--- config.mk ---
export PLATFORM = sky130hd
export DESIGN_NAME = utmi_tx_path
export DESIGN_NICKNAME = d
export VERILOG_FILES = /design/src/rtl/utmi_tx_path.sv
export SDC_FILE = /design/constraint.sdc
export NUM_CORES = 1
export LEC_CHECK = 0
export BUFFER_PORTS_ARGS = -buffer_cell sky130_fd_sc_hd__buf_2
export CORE_UTILIZATION = 40
export CTS_CLUSTER_DIAMETER = 80
export DETAILED_ROUTE_END_ITERATION = 7
export PLACE_DENSITY_LB_ADDON = 0.1
export SKIP_CTS_REPAIR_TIMING = 1
export SYNTH_ARGS = -nofsm -noshare
export SYNTH_HDL_FRONTEND = slang
export SYNTH_SLANG_ARGS = --single-unit
--- constraint.sdc ---
create_clock -name clk -period 2.29 [get_ports clk]
set_input_delay 0.3435 -clock clk [delete_from_list [all_inputs] [get_ports clk]]
set_output_delay 0.3435 -clock clk [all_outputs]
set_load 0.01 [all_outputs]
--- src/rtl/utmi_tx_path.sv ---
`default_nettype none
// ============================================================================
// Module   : utmi_tx_path
// Purpose  : UTMI transmit path. Takes parallel words from the SIE over a
//            TxValid/TxReady handshake, frames them with SYNC and EOP,
//            serialises LSB-first, bit-stuffs data after STUFF_LEN ones and
//            NRZI-encodes onto a single registered line bit.
// Ports    : clk       - bit clock, one line bit per cycle
//            rst       - asynchronous active-high reset
//            tx_valid  - SIE has a word on data_in / packet in progress
//            data_in   - word to transmit (DATA_W bits, low byte first)
//            tx_ready  - word accepted at this edge when tx_valid=1 (comb.)
//            line_out  - NRZI line bit (registered, idles at 1)
//            line_oe   - driver enable (registered), covers SYNC..EOP
// Revision : 1.0 - initial release
// ============================================================================
module utmi_tx_path #(
    parameter int DATA_W    = 8,
    parameter int STUFF_LEN = 6,
    parameter int SYNC_LEN  = 32,
    parameter int EOP_LEN   = 8
) (
    input  logic              clk,
    input  logic              rst,
    input  logic              tx_valid,
    input  logic [DATA_W-1:0] data_in,
    output logic              tx_ready,
    output logic              line_out,
    output logic              line_oe
);

    localparam int                    c_BCNT_W    = $clog2(DATA_W);
    localparam logic [c_BCNT_W-1:0]   c_BCNT_LAST = c_BCNT_W'(DATA_W - 1);
    localparam logic [3:0]            c_STUFF     = 4'(STUFF_LEN);
    localparam logic [6:0]            c_SYNC_LAST = 7'(SYNC_LEN - 1);
    localparam logic [6:0]            c_EOP_LAST  = 7'(EOP_LEN - 1);

    typedef enum logic [1:0] {
        S_IDLE = 2'd0,
        S_SYNC = 2'd1,
        S_DATA = 2'd2,
        S_EOP  = 2'd3
    } state_t;

    state_t              r_state,     w_state_n;
    logic [DATA_W-1:0]   r_hold,      w_hold_n;
    logic                r_hold_full, w_hold_full_n;
    logic [DATA_W-1:0]   r_shreg,     w_shreg_n;
    logic [c_BCNT_W-1:0] r_bcnt,      w_bcnt_n;
    logic [3:0]          r_scnt,      w_scnt_n;
    logic [6:0]          r_pcnt,      w_pcnt_n;   // bit position inside SYNC / EOP
    logic                r_drain,     w_drain_n;  // last word sent, one stuff bit owed
    logic                r_line,      w_line_n;
    logic                r_oe,        w_oe_n;

    logic                w_accept;
    logic                w_emit;        // an encoded bit goes onto the line this slot
    logic                w_bit;         // unencoded value of that bit
    logic [3:0]          w_scnt_data;   // run length after emitting shreg[0]

    assign tx_ready = !r_hold_full && (r_state == S_SYNC || r_state == S_DATA);
    assign line_out = r_line;
    assign line_oe  = r_oe;

    always_comb begin
        w_state_n     = r_state;
        w_hold_n      = r_hold;
        w_hold_full_n = r_hold_full;
        w_shreg_n     = r_shreg;
        w_bcnt_n      = r_bcnt;
        w_scnt_n      = r_scnt;
        w_pcnt_n      = r_pcnt;
        w_drain_n     = r_drain;
        w_line_n      = r_line;
        w_oe_n        = r_oe;
        w_emit        = 1'b0;
        w_bit         = 1'b1;
        w_accept      = tx_valid && tx_ready;
        w_scnt_data   = r_shreg[0] ? (r_scnt + 4'd1) : 4'd0;

        // Accept and reload are mutually exclusive (empty vs full hold),
        // so a later reload assignment below never hides an accept.
        if (w_accept) begin
            w_hold_n      = data_in;
            w_hold_full_n = 1'b1;
        end

        case (r_state)
            S_IDLE: begin
                w_oe_n        = 1'b0;
                w_line_n      = 1'b1;
                w_scnt_n      = 4'd0;
                w_pcnt_n      = 7'd0;
                w_drain_n     = 1'b0;
                w_bcnt_n      = '0;
                // A word that arrived too late for the previous packet must
                // not leak into the next one.
                w_hold_full_n = 1'b0;
                if (tx_valid) begin
                    // First SYNC bit is a 0, i.e. a toggle away from idle J.
                    w_state_n = S_SYNC;
                    w_oe_n    = 1'b1;
                    w_line_n  = 1'b0;
                    w_pcnt_n  = 7'd1;
                end
            end

            S_SYNC: begin
                w_emit = 1'b1;
                if (r_pcnt == c_SYNC_LAST) begin
                    w_bit    = 1'b1;
                    w_scnt_n = 4'd1;   // trailing SYNC 1 starts the stuff run
                    w_pcnt_n = 7'd0;
                    if (r_hold_full) begin
                        w_shreg_n     = r_hold;
                        w_hold_full_n = 1'b0;
                        w_bcnt_n      = '0;
                        w_state_n     = S_DATA;
                    end else begin
                        w_state_n = S_EOP;
                    end
                end else begin
                    w_bit    = 1'b0;
                    w_scnt_n = 4'd0;
                    w_pcnt_n = r_pcnt + 7'd1;
                end
            end

            S_DATA: begin
                w_emit = 1'b1;
                if (r_scnt == c_STUFF) begin
                    // Stuff slot: data pipeline frozen for one bit.
                    w_bit    = 1'b0;
                    w_scnt_n = 4'd0;
                    if (r_drain) begin
                        w_drain_n = 1'b0;
                        w_state_n = S_EOP;
                        w_pcnt_n  = 7'd0;
                    end
                end else begin
                    w_bit     = r_shreg[0];
                    w_scnt_n  = w_scnt_data;
                    w_shreg_n = r_shreg >> 1;
                    w_bcnt_n  = r_bcnt + 1'b1;
                    if (r_bcnt == c_BCNT_LAST) begin
                        w_bcnt_n = '0;
                        if (r_hold_full) begin
                            w_shreg_n     = r_hold;
                            w_hold_full_n = 1'b0;
                        end else if (w_scnt_data == c_STUFF) begin
                            // Final bit completed a run: owe one stuff 0 first.
                            w_drain_n = 1'b1;
                        end else begin
                            w_state_n = S_EOP;
                            w_pcnt_n  = 7'd0;
                        end
                    end
                end
            end

            S_EOP: begin
                w_emit = 1'b1;
                w_bit  = (r_pcnt != 7'd0);
                if (r_pcnt == c_EOP_LAST) begin
                    w_state_n = S_IDLE;
                    w_pcnt_n  = 7'd0;
                end else begin
                    w_pcnt_n = r_pcnt + 7'd1;
                end
            end

            default: begin
                w_state_n = S_IDLE;
            end
        endcase

        // NRZI: a 0 toggles the line, a 1 holds it.
        if (w_emit) begin
            w_line_n = w_bit ? r_line : ~r_line;
        end
    end

    always_ff @(posedge clk or posedge rst) begin
        if (rst) begin
            r_state     <= S_IDLE;
            r_hold      <= '0;
            r_hold_full <= 1'b0;
            r_shreg     <= '0;
            r_bcnt      <= '0;
            r_scnt      <= 4'd0;
            r_pcnt      <= 7'd0;
            r_drain     <= 1'b0;
            r_line      <= 1'b1;
            r_oe        <= 1'b0;
        end else begin
            r_state     <= w_state_n;
            r_hold      <= w_hold_n;
            r_hold_full <= w_hold_full_n;
            r_shreg     <= w_shreg_n;
            r_bcnt      <= w_bcnt_n;
            r_scnt      <= w_scnt_n;
            r_pcnt      <= w_pcnt_n;
            r_drain     <= w_drain_n;
            r_line      <= w_line_n;
            r_oe        <= w_oe_n;
        end
    end

endmodule
`default_nettype wire

==> out/qor.csv, run 1 <==
stage;metric;value;unit
route;first_iter_violations;63;
yosys;synth_edf_count;0;
power;ir_worst_vdd;0.000731;V
cts;insertion_delay;0.29;ns
timing;fmax;0.455;GHz
critical_path;cp-end-kind;flip-flop;
power;share_comb_of_total_power;48.6;%
die;rows;25;
die;core_area;0.00479;mm²
die;start_util;42.3;%
status;status;completed;
power;swShare;38.7;%
cts;clock_sinks;36;
timing;finalSetupViolCount;0;
placed_design;gp_congestion;0.797;
grt;antenna_found_initial;0;
yosys;syn_avg_cell_area;10.1;µm²
critical_path;arrival;2.37;ns
cells_and_area;diodes;0;
cts;cts-buffers-inserted;5;
route;wirelength;4.18;mm
yosys;yosys_register_bits;36;
yosys;synthDistinctLibCells;48;
critical_path;worstPathRequired;2.46;ns
timing;min_period;2.20;ns
route;via_per_inst;5.27;
die;die_area;0.00535;mm²
cts;htreeDepth;2;
timing;fin_tns_setup;0;ns
grt;grt_max_degree;17;
placed_design;postPlaceCellArea;0.00218;mm²
yosys;synth_area;0.00202;mm²
timing;finalCritPeriodShare;96.1;%
critical_path;start_kind;flip-flop;
critical_path;crit_path_top_delay_cell;o41a_1;
grt;grt-ovfl-total;0;
route;vias;1534;
timing;tightest_slew;0.585;ns
cts;clkSlewWorstSetupHoldPaths;0.07;ns
die;io_pins;14;
cells_and_area;multi_input_area;0.00105;mm²
route;wl_per_cell;14.4;µm
die;dieWidth;73.1;µm
yosys;synthCells;201;
cells_and_area;seq_area;902;µm²
power;pwr-share-seq;33.6;%
yosys;synthArstFlopShare;100;%
cells_and_area;drive_above_1_share;24.1;%
cts;root_buffer;clkbuf_8;
power;power;3.08;mW
timing;finalHoldViolCount;0;
route;drcViolationCount;0;
power;power.density;1330;mW/mm²
grt;grt.total_usage;17.4;%
cells_and_area;final_area;0.00232;mm²
route;ant_nets;0;
min_path;hp-class;input pin to async pin;
die;die_y;73.1;µm
grt;grt_pass1_wl;6.97;mm
grt;grt_pass1_vias;1527;
timing;slew_violations;0;
placed_design;portBuffers;13;
critical_path;worstPathMaxFanout;7;
critical_path;slowest_delay;0.42;ns
timing;finClkSkew;0.00421;ns
route;drtPass1Iterations;4;
power;p_int;1.89;mW
cells_and_area;area.growth.synth_to_final;14.6;%
job;maxCapViolations;0;
yosys;ys_seq_area_share;44.6;%
power;power_switching;1.19;mW
critical_path;critical_path_class;flip-flop to flip-flop;
power;p_leak;1.07;nW
power;clkPwrFrac;17.8;%
cells_and_area;final_nets;245;
cells_and_area;nFillCells;449;
critical_path;path_cells;inv_1 -> ha_1 -> nand3b_4 -> mux2_2 -> a32o_2 -> o41a_1 -> o22a_1;
cells_and_area;fin_util;48.4;%
yosys;syn-num-nets;223;
cts;clockBufferDepth;2;
timing;maxSlewHeadroom;61.0;%
placed_design;hpwl;2.96;mm
yosys;synthFlopType;dfrtp_1;
yosys;synth_warnings;0;
cts;cts_tree;built;
==> cell families (layout without fill, tap and decap cells) <==
group,Yosys count,after routing,share of synthesized area [%]
AND/OR/NAND/NOR,67,67,18.6
AO/OA/AOI/OAI,47,48,15.3
flip-flops,36,36,44.6
buffers and inverters,20,42,4.14
multiplexers,19,19,10.1
adder cells (fa/ha/maj),11,11,6.80
XOR/XNOR,1,1,0.433
==> synthesized netlist by cell type, drive strengths merged (3+ instances only) <==
| master | instances | share of area [%] |
|---|---|---|
| a21oi | 13 | 3.2 |
| a22o | 5 | 2.2 |
| buf | 4 | 1.2 |
| clkbuf | 3 | 0.56 |
| dfrtp | 35 | 43 |
| ha | 11 | 6.8 |
| inv | 13 | 2.4 |
| mux2 | 12 | 6.7 |
| mux2i | 7 | 3.5 |
| nand2 | 13 | 2.4 |
| nand2b | 7 | 2.2 |
| nand3 | 9 | 2.5 |
| nand3b | 3 | 1.7 |
| nand4 | 3 | 0.93 |
| nor2 | 18 | 3.3 |
| nor3 | 3 | 0.74 |
| o21ai | 16 | 4.5 |
==> power by group through the flow <==
stage | clock network (mW) | logic, mW | registers [mW]
2_1_floorplan | 0 | 1.13 | 1.03
3_3_place_gp | 0 | 1.41 | 1.03
3_5_place_dp | 0 | 1.46 | 1.05
4_1_cts | 0.569 | 1.46 | 1.04
5_1_grt | 0.593 | 1.69 | 1.07
6_report | 0.548 | 1.50 | 1.04
==> critical path, delay by kind of cell, from the launching register on <==
| kind | cells | cell delay (ns) |
|---|---|---|
| adders and majority gates | 1 | 0.24 |
| DFF | 1 | 0.41 |
| muxes | 1 | 0.38 |
| AOI/OAI and AO/OA | 3 | 0.89 |
| and+or+nand+nor | 1 | 0.12 |
| buffers and inverters | 1 | 0.06 |
==> routing by layer <==
metal	vias to the layer above	global-route usage, %	part of all wire (%)
met5	-	0	0
met4	0	6.54	1.5
met3	7	4.56	3.4
met2	22	27.0	46
met1	740	23.2	49
li1	765	-	-
==> cells in the final DEF (no fill, tap or decap), drive strengths merged, types with 2 or more instances in the layout <==
master,Yosys,final
clkbuf,3,6
buf,4,21
nand4b,2,2
inv,13,13
nor2,18,18
nand3,9,9
o21ai,16,16
a22o,5,5
or4,2,2
nand2b,7,7
nand4,3,3
mux2i,7,7
a21oi,13,13
ha,11,11
nand3b,3,3
dfrtp,35,35
a21o,2,2
nor3,3,3
mux2,12,12
nand2,13,13
a32o,1,2
==> sequential cells by signal, summed over array words and instances, names as in the netlist <==
| register | count |
|---|---|
| r_hold | 8 |
| r_shreg | 8 |
| r_state | 2 |
| r_drain | 1 |
| r_scnt | 4 |
| line_oe | 1 |
| line_out | 1 |
| r_pcnt | 7 |
| r_bcnt | 3 |
| r_hold_full | 1 |
==> metrics by stage <==
step	worst slack (ns)	instances	hold WS (ns)
2_1_floorplan	0.201	201	0.468
3_5_place_dp	-0.103	280	0.437
4_1_cts	-0.109	288	0.116
3_3_place_gp	-0.00180	280	0.408
5_1_grt	-0.00820	291	0.164
6_report	0.0898	291	0.110
==> path summary, 6_finish.rpt <==
| check | slack (ns) | from | to | cells past startpoint |
|---|---|---|---|---|
| worst min register to register | 0.51 | r_hold[5]$_DFFE_PP0P_ | r_hold[5]$_DFFE_PP0P_ | 1 |
| worst min-delay path | 0.11 | rst | r_hold[2]$_DFFE_PP0P_ | 2 |
| min in group clk | 0.29 | data_in[2] | r_hold[2]$_DFFE_PP0P_ | 2 |
| max in group asynchronous | 1.53 | rst | line_out$_DFFE_PP1P_ | 3 |
| worst max register to register | 0.09 | r_scnt[0]$_DFFE_PP0N_ | r_state[0]$_DFFE_PP0P_ | 7 |
| worst max-delay path | 0.09 | r_scnt[0]$_DFFE_PP0N_ | r_state[0]$_DFFE_PP0P_ | 7 |
==> area by class of cell <==
| cell class | instances | share of cell area, % |
|---|---|---|
| Timing Repair Buffer | 21 | 5.40 |
| Clock buffer | 6 | 3.13 |
| Inverter | 13 | 2.10 |
| Tap cell | 67 | 3.62 |
| Sequential cell | 36 | 38.9 |
| Multi-Input combinational cell | 146 | 45.3 |
| Clock inverter | 2 | 1.51 |
Note: power is estimated with default switching activity, not from simulation.
==> inputs of run 2 (changes only) <==
Clock period 2.29 ns to 2.8 ns, I/O delays scaled along.
==> run 2 against run 1 <==
Compared with the run above:
- first-iteration DRC count shrank 14%
- clock skew grew 0.0044 ns
- critical path depth shrank 1
- wire length shrank 9.5%
- critical endpoint is now r_state[1]$_DFFE_PP0P_
- power shrank 21%
- sequential cell count is the same
- hold slack gained 0.12 ns
- sequential power shrank 17%
- utilization shrank 1.2 points
- cell count shrank 2.4%
==> out/qor.csv, run 2 (synthesized netlist as in run 1, its figures left out) <==
stage;metric;value;unit;change
placed_design;portBuffers;13;;unchanged
grt;grt_max_degree;37;;was 17
cells_and_area;nFillCells;464;;was 449
placed_design;hpwl;2.73;mm;was 2.96 mm
timing;holdWs;0.229;ns;was 0.110 ns
power;swShare;38.8;%;was 38.7%
timing;tightest_slew;0.930;ns;was 0.585 ns
min_path;hp-class;input pin to async pin;;unchanged
critical_path;worstPathRequired;2.97;ns;was 2.46 ns
die;core_area;0.00479;mm²;unchanged
power;power_switching;949;µW;was 1.19 mW
route;via_per_inst;5.25;;was 5.27
placed_design;gp_congestion;0.749;;was 0.797
grt;grt_pass1_wl;6.51;mm;was 6.97 mm
route;drtPass1Iterations;5;;was 4
power;p_int;1.50;mW;was 1.89 mW
critical_path;start_kind;flip-flop;;unchanged
power;p_leak;1.03;nW;was 1.07 nW
grt;grt_pass1_vias;1420;;was 1527
power;power;2.45;mW;was 3.08 mW
critical_path;r2r_slack;0.40;ns;was 0.09 ns
die;start_util;42.3;%;unchanged
timing;maxSlewHeadroom;37.8;%;was 61.0%
power;clkPwrFrac;18.5;%;was 17.8%
timing;rsz0062_at_grt;no;;
grt;grt-ovfl-total;0;;unchanged
cts;clockBufferDepth;2;;unchanged
timing;min_period;2.40;ns;was 2.20 ns
cells_and_area;final_cell_mix;dfrtp_1 (35), nor2_1 (18), o21ai_0 (15);;was dfrtp_1 (35), nor2_1 (17), o21ai_0 (15)
route;wirelength;3.78;mm;was 4.18 mm
timing;slew_violations;0;;unchanged
timing;finalCritPeriodShare;85.7;%;was 96.1%
die;io_pins;14;;unchanged
cells_and_area;final_nets;238;;was 245
timing;finalHoldViolCount;0;;unchanged
cells_and_area;layout_commonest_cell;dfrtp_1;;unchanged
cells_and_area;diodes;0;;unchanged
route;first_iter_violations;54;;was 63
timing;finClkSkew;0.00862;ns;was 0.00421 ns
cts;root_buffer;clkbuf_8;;unchanged
cts;clock_sinks;36;;unchanged
grt;grt.total_usage;16.1;%;was 17.4%
critical_path;crit_path_top_delay_cell;or4b_1;;was o41a_1
route;drcViolationCount;0;;unchanged
timing;fin_tns_setup;0;ns;unchanged
cts;cts_tree;built;;unchanged
power;pwr-share-seq;35.1;%;was 33.6%
cts;htreeDepth;2;;unchanged
cells_and_area;multi_input_area;0.00104;mm²;was 0.00105 mm²
cells_and_area;biggestRegsByFlops;r_hold: 8 flops, r_shreg: 8 flops, r_pcnt: 7 flops;;unchanged
route;vias;1492;;was 1534
timing;finalSetupViolCount;0;;unchanged
timing;fmax;0.417;GHz;was 0.455 GHz
cts;cts-buffers-inserted;5;;unchanged
cts;insertion_delay;0.28;ns;was 0.29 ns
route;ant_nets;0;;unchanged
power;share_comb_of_total_power;46.4;%;was 48.6%
critical_path;critPathTopFamily;simple AND/OR/NAND/NOR gates;;was compound AO/OA/AOI/OAI gates
route;wl_per_cell;13.3;µm;was 14.4 µm
die;die_y;73.1;µm;unchanged
critical_path;slowest_delay;0.50;ns;was 0.42 ns
die;rows;25;;unchanged
cells_and_area;area.growth.synth_to_final;11.9;%;was 14.6%
die;die_area;0.00535;mm²;unchanged
critical_path;worstPathMaxFanout;14;;was 7
power;ir_worst_vdd;0.000441;V;was 0.000731 V
critical_path;arrival;2.57;ns;was 2.37 ns
critical_path;critical_path_class;flip-flop to flip-flop;;unchanged
job;maxCapViolations;0;;unchanged
critical_path;path_buf_inv;0;;was 1
critical_path;cp-end-kind;flip-flop;;unchanged
cells_and_area;seq_area;902;µm²;unchanged
cells_and_area;drive_above_1_share;21.7;%;was 24.1%
die;dieWidth;73.1;µm;unchanged
cts;clkSlewWorstSetupHoldPaths;0.08;ns;was 0.07 ns
grt;antenna_found_initial;0;;unchanged
critical_path;path_cells;ha_1 -> or4b_1 -> nand3_1 -> a32o_1 -> nor2_1 -> mux2_2;;was inv_1 -> ha_1 -> nand3b_4 -> mux2_2 -> a32o_2 -> o41a_1 -> o22a_1
power;power.density;1080;mW/mm²;was 1330 mW/mm²
status;status;completed;;unchanged
run 2: changes by cell type in the layout (fill, tap and decap cells not counted):
cell        change
clkinvlp_4      +1
nor2_1          +1
buf_4           -6
clkbuf_1        -1
a32o_2          -1
nor2_2          -1
run 2: path summary, 6_finish.rpt:
| kind | depth (start not counted) | to | from |
|---|---|---|---|
| setup reg to reg | 6 | r_state[1]$_DFFE_PP0P_ | r_scnt[0]$_DFFE_PP0N_ |
| setup / recovery | 6 | r_state[1]$_DFFE_PP0P_ | r_scnt[0]$_DFFE_PP0N_ |
| hold / removal | 3 | r_hold[7]$_DFFE_PP0P_ | rst |
| hold reg to reg | 1 | r_hold[2]$_DFFE_PP0P_ | r_hold[2]$_DFFE_PP0P_ |
| min in group clk | 2 | r_hold[7]$_DFFE_PP0P_ | data_in[7] |
| max in group asynchronous | 3 | line_out$_DFFE_PP1P_ | rst |
run 2: power by group through the flow:
stage | combinational (mW) | clock (mW) | sequential (mW)
2_1_floorplan | 0.920 | 0 | 0.839
3_3_place_gp | 1.11 | 0 | 0.857
3_5_place_dp | 1.14 | 0 | 0.869
4_1_cts | 1.14 | 0.472 | 0.858
5_1_grt | 1.28 | 0.485 | 0.885
6_report | 1.14 | 0.452 | 0.859
run 2: final cells by class:
type / count / share of cell area [%]
inverters: 13 / 2.16
clock inverters: 3 / 1.88
repair buffers: 15 / 3.54
well taps: 67 / 3.70
multi-input cells: 145 / 45.8
flip-flops and latches: 36 / 39.9
clock buffers: 5 / 3.04
run 2: stage by stage:
step | worst slack [ns] | cell area [µm²] | cells | utilization, %
2_1_floorplan | 0.711 | 2020 | 201 | -
3_3_place_gp | 0.472 | 2150 | 276 | 45.0
3_5_place_dp | 0.420 | 2150 | 276 | 45.0
4_1_cts | 0.412 | 2260 | 284 | 47.3
5_1_grt | 0.264 | 2260 | 284 | 47.3
6_report | 0.400 | 2260 | 284 | 47.3
run 2: routing by layer:
layer / part of all wire (%) / track usage (%) / up-vias
li1: - / - / 749
met4: 1.1 / 5.66 / 0
met3: 2.5 / 4.14 / 4
met5: 0 / 0 / -
met1: 49 / 21.9 / 720
met2: 47 / 24.9 / 19
run 2: worst register-to-register path, cell delays in order, from the launching register on:
cell,delay [ns]
dfrtp_1,0.47
ha_1,0.27
or4b_1,0.50
nand3_1,0.12
a32o_1,0.50
nor2_1,0.14
mux2_2,0.29
==> inputs of run 3 (changes only) <==
Clock period 2.8 ns to 2.95 ns, I/O delays scaled along.
==> run 3 against run 2 <==
Compared with the run above:
- sequential share of layout area shrank 0.13 points
- utilization grew 0.16 points
- non-clock buffer count grew 1
- combinational power is essentially flat
- critical path depth is the same
- design area grew 0.33%
- count of clock-buffer cells in the layout is the same
- critical path type unchanged
- critical endpoint unchanged
==> out/qor.csv, run 3 (synthesized netlist as in run 1, its figures left out) <==
stage;metric;value;unit;change
grt;antenna_found_initial;0;;unchanged
timing;finalHoldViolCount;0;;unchanged
placed_design;dp_cells;277;;was 276
cells_and_area;fin_cells;285;;was 284
critical_path;start_kind;flip-flop;;unchanged
route;drtPass1Iterations;4;;was 5
cts;root_buffer;clkbuf_8;;unchanged
cts;cts-buffers-inserted;5;;unchanged
cts;htreeDepth;2;;unchanged
die;io_pins;14;;unchanged
grt;grt_pass1_wl;6.87;mm;was 6.51 mm
grt;grt_pass1_vias;1491;;was 1420
timing;finClkSkew;0.00497;ns;was 0.00862 ns
grt;grt_max_degree;37;;unchanged
timing;maxSlewHeadroom;66.4;%;was 37.8%
timing;finalSetupViolCount;0;;unchanged
cells_and_area;final_nets;239;;was 238
die;die_y;73.1;µm;unchanged
status;status;completed;;unchanged
cts;clock_sinks;36;;unchanged
grt;grt-ovfl-total;0;;unchanged
critical_path;critical_path_class;flip-flop to flip-flop;;unchanged
critical_path;cp-end-kind;flip-flop;;unchanged
placed_design;postPlaceCellArea;0.00216;mm²;was 0.00215 mm²
timing;min_period;2.40;ns;about the same
placed_design;gp_congestion;0.772;;was 0.749
route;wirelength;3.98;mm;was 3.78 mm
route;ant_nets;0;;unchanged
timing;tightest_slew;0.504;ns;was 0.930 ns
power;ir_worst_vdd;0.000514;V;was 0.000441 V
critical_path;worstPathRequired;3.12;ns;was 2.97 ns
route;wl_per_cell;14.0;µm;was 13.3 µm
die;rows;25;;unchanged
cts;clockBufferDepth;2;;unchanged
cells_and_area;biggestRegsByFlops;r_hold: 8 flops, r_shreg: 8 flops, r_pcnt: 7 flops;;unchanged
cells_and_area;layout_commonest_cell;dfrtp_1;;unchanged
cells_and_area;diodes;0;;unchanged
cts;cts_tree;built;;unchanged
job;maxCapViolations;0;;unchanged
cells_and_area;drive_above_1_share;22.0;%;was 21.7%
cells_and_area;area.growth.synth_to_final;12.2;%;was 11.9%
power;power;2.36;mW;was 2.45 mW
timing;rsz0062_at_grt;no;;unchanged
die;dieWidth;73.1;µm;unchanged
die;core_area;0.00479;mm²;unchanged
cts;insertion_delay;0.28;ns;about the same
route;via_per_inst;5.28;;was 5.25
critical_path;worstPathMaxFanout;14;;unchanged
placed_design;portBuffers;13;;unchanged
route;vias;1505;;was 1492
route;drcViolationCount;0;;unchanged
power;p_leak;1.04;nW;was 1.03 nW
timing;slew_violations;0;;unchanged
die;die_area;0.00535;mm²;unchanged
cells_and_area;final_cell_mix;dfrtp_1 (35), nor2_1 (18), o21ai_0 (15);;unchanged
cells_and_area;nFillCells;474;;was 464
timing;fmax;0.416;GHz;was 0.417 GHz
power;power.density;1040;mW/mm²;was 1080 mW/mm²
die;start_util;42.3;%;unchanged
placed_design;hpwl;2.91;mm;was 2.73 mm
critical_path;arrival;2.58;ns;was 2.57 ns
min_path;hp-class;input pin to async pin;;unchanged
grt;grt.total_usage;17.0;%;was 16.1%
cells_and_area;final_area;0.00227;mm²;was 0.00226 mm²
timing;fin_tns_setup;0;ns;unchanged
cts;clkSlewWorstSetupHoldPaths;0.08;ns;about the same
route;first_iter_violations;47;;was 54
timing;finalCritPeriodShare;81.5;%;was 85.7%
-- run 3: worst paths after layout --
kind	from	cells past startpoint	to	slack, ns
hold reg to reg	r_hold[2]$_DFFE_PP0P_	1	r_hold[2]$_DFFE_PP0P_	0.51
setup / recovery	r_scnt[0]$_DFFE_PP0N_	6	r_state[1]$_DFFE_PP0P_	0.55
setup reg to reg	r_scnt[0]$_DFFE_PP0N_	6	r_state[1]$_DFFE_PP0P_	0.55
max in group asynchronous	rst	3	line_out$_DFFE_PP1P_	2.34
min in group clk	data_in[2]	2	r_hold[2]$_DFFE_PP0P_	0.38
hold / removal	rst	3	r_hold[7]$_DFFE_PP0P_	0.26
-- run 3: final cells by class --
type,instances,area [µm²],area share (%)
Clock buffer,5,68.8,3.03
Clock inverter,3,42.5,1.87
Inverter,13,48.8,2.15
Multi-Input combinational cell,145,1040,45.7
Sequential cell,36,902,39.7
Tap cell,67,83.8,3.69
Timing Repair Buffer,16,87.6,3.86
-- run 3: where the power goes --
group | total, mW | internal (mW) | leakage [nW] | switching (mW)
logic | 1.11 | 0.501 | 0.535 | 0.604
registers | 0.822 | 0.686 | 0.450 | 0.136
clock network | 0.430 | 0.250 | 0.0541 | 0.180
-- run 3: per-layer routing --
metal / up-vias / share of wire (%) / track usage (%)
li1: 748 / - / -
met1: 722 / 48 / 21.9
met2: 28 / 47 / 28.1
met3: 7 / 3.4 / 3.73
met4: 0 / 1.5 / 5.88
met5: - / 0 / 0
-- run 3: critical path, stage by stage, from the launching register on --
cell	delay, ns
dfrtp_1	0.46
ha_1	0.27
or4b_1	0.51
nand3_1	0.12
a32o_1	0.50
nor2_1	0.15
mux2_2	0.29
-- run 3: metrics by stage --
step / hold WS (ns) / worst slack (ns) / util, %
6_report: 0.258 / 0.545 / 47.5
5_1_grt: 0.293 / 0.386 / 47.5
4_1_cts: 0.263 / 0.534 / 47.5
3_5_place_dp: 0.499 / 0.553 / 45.1
3_3_place_gp: 0.489 / 0.639 / 45.1
2_1_floorplan: 0.468 / 0.861 / -
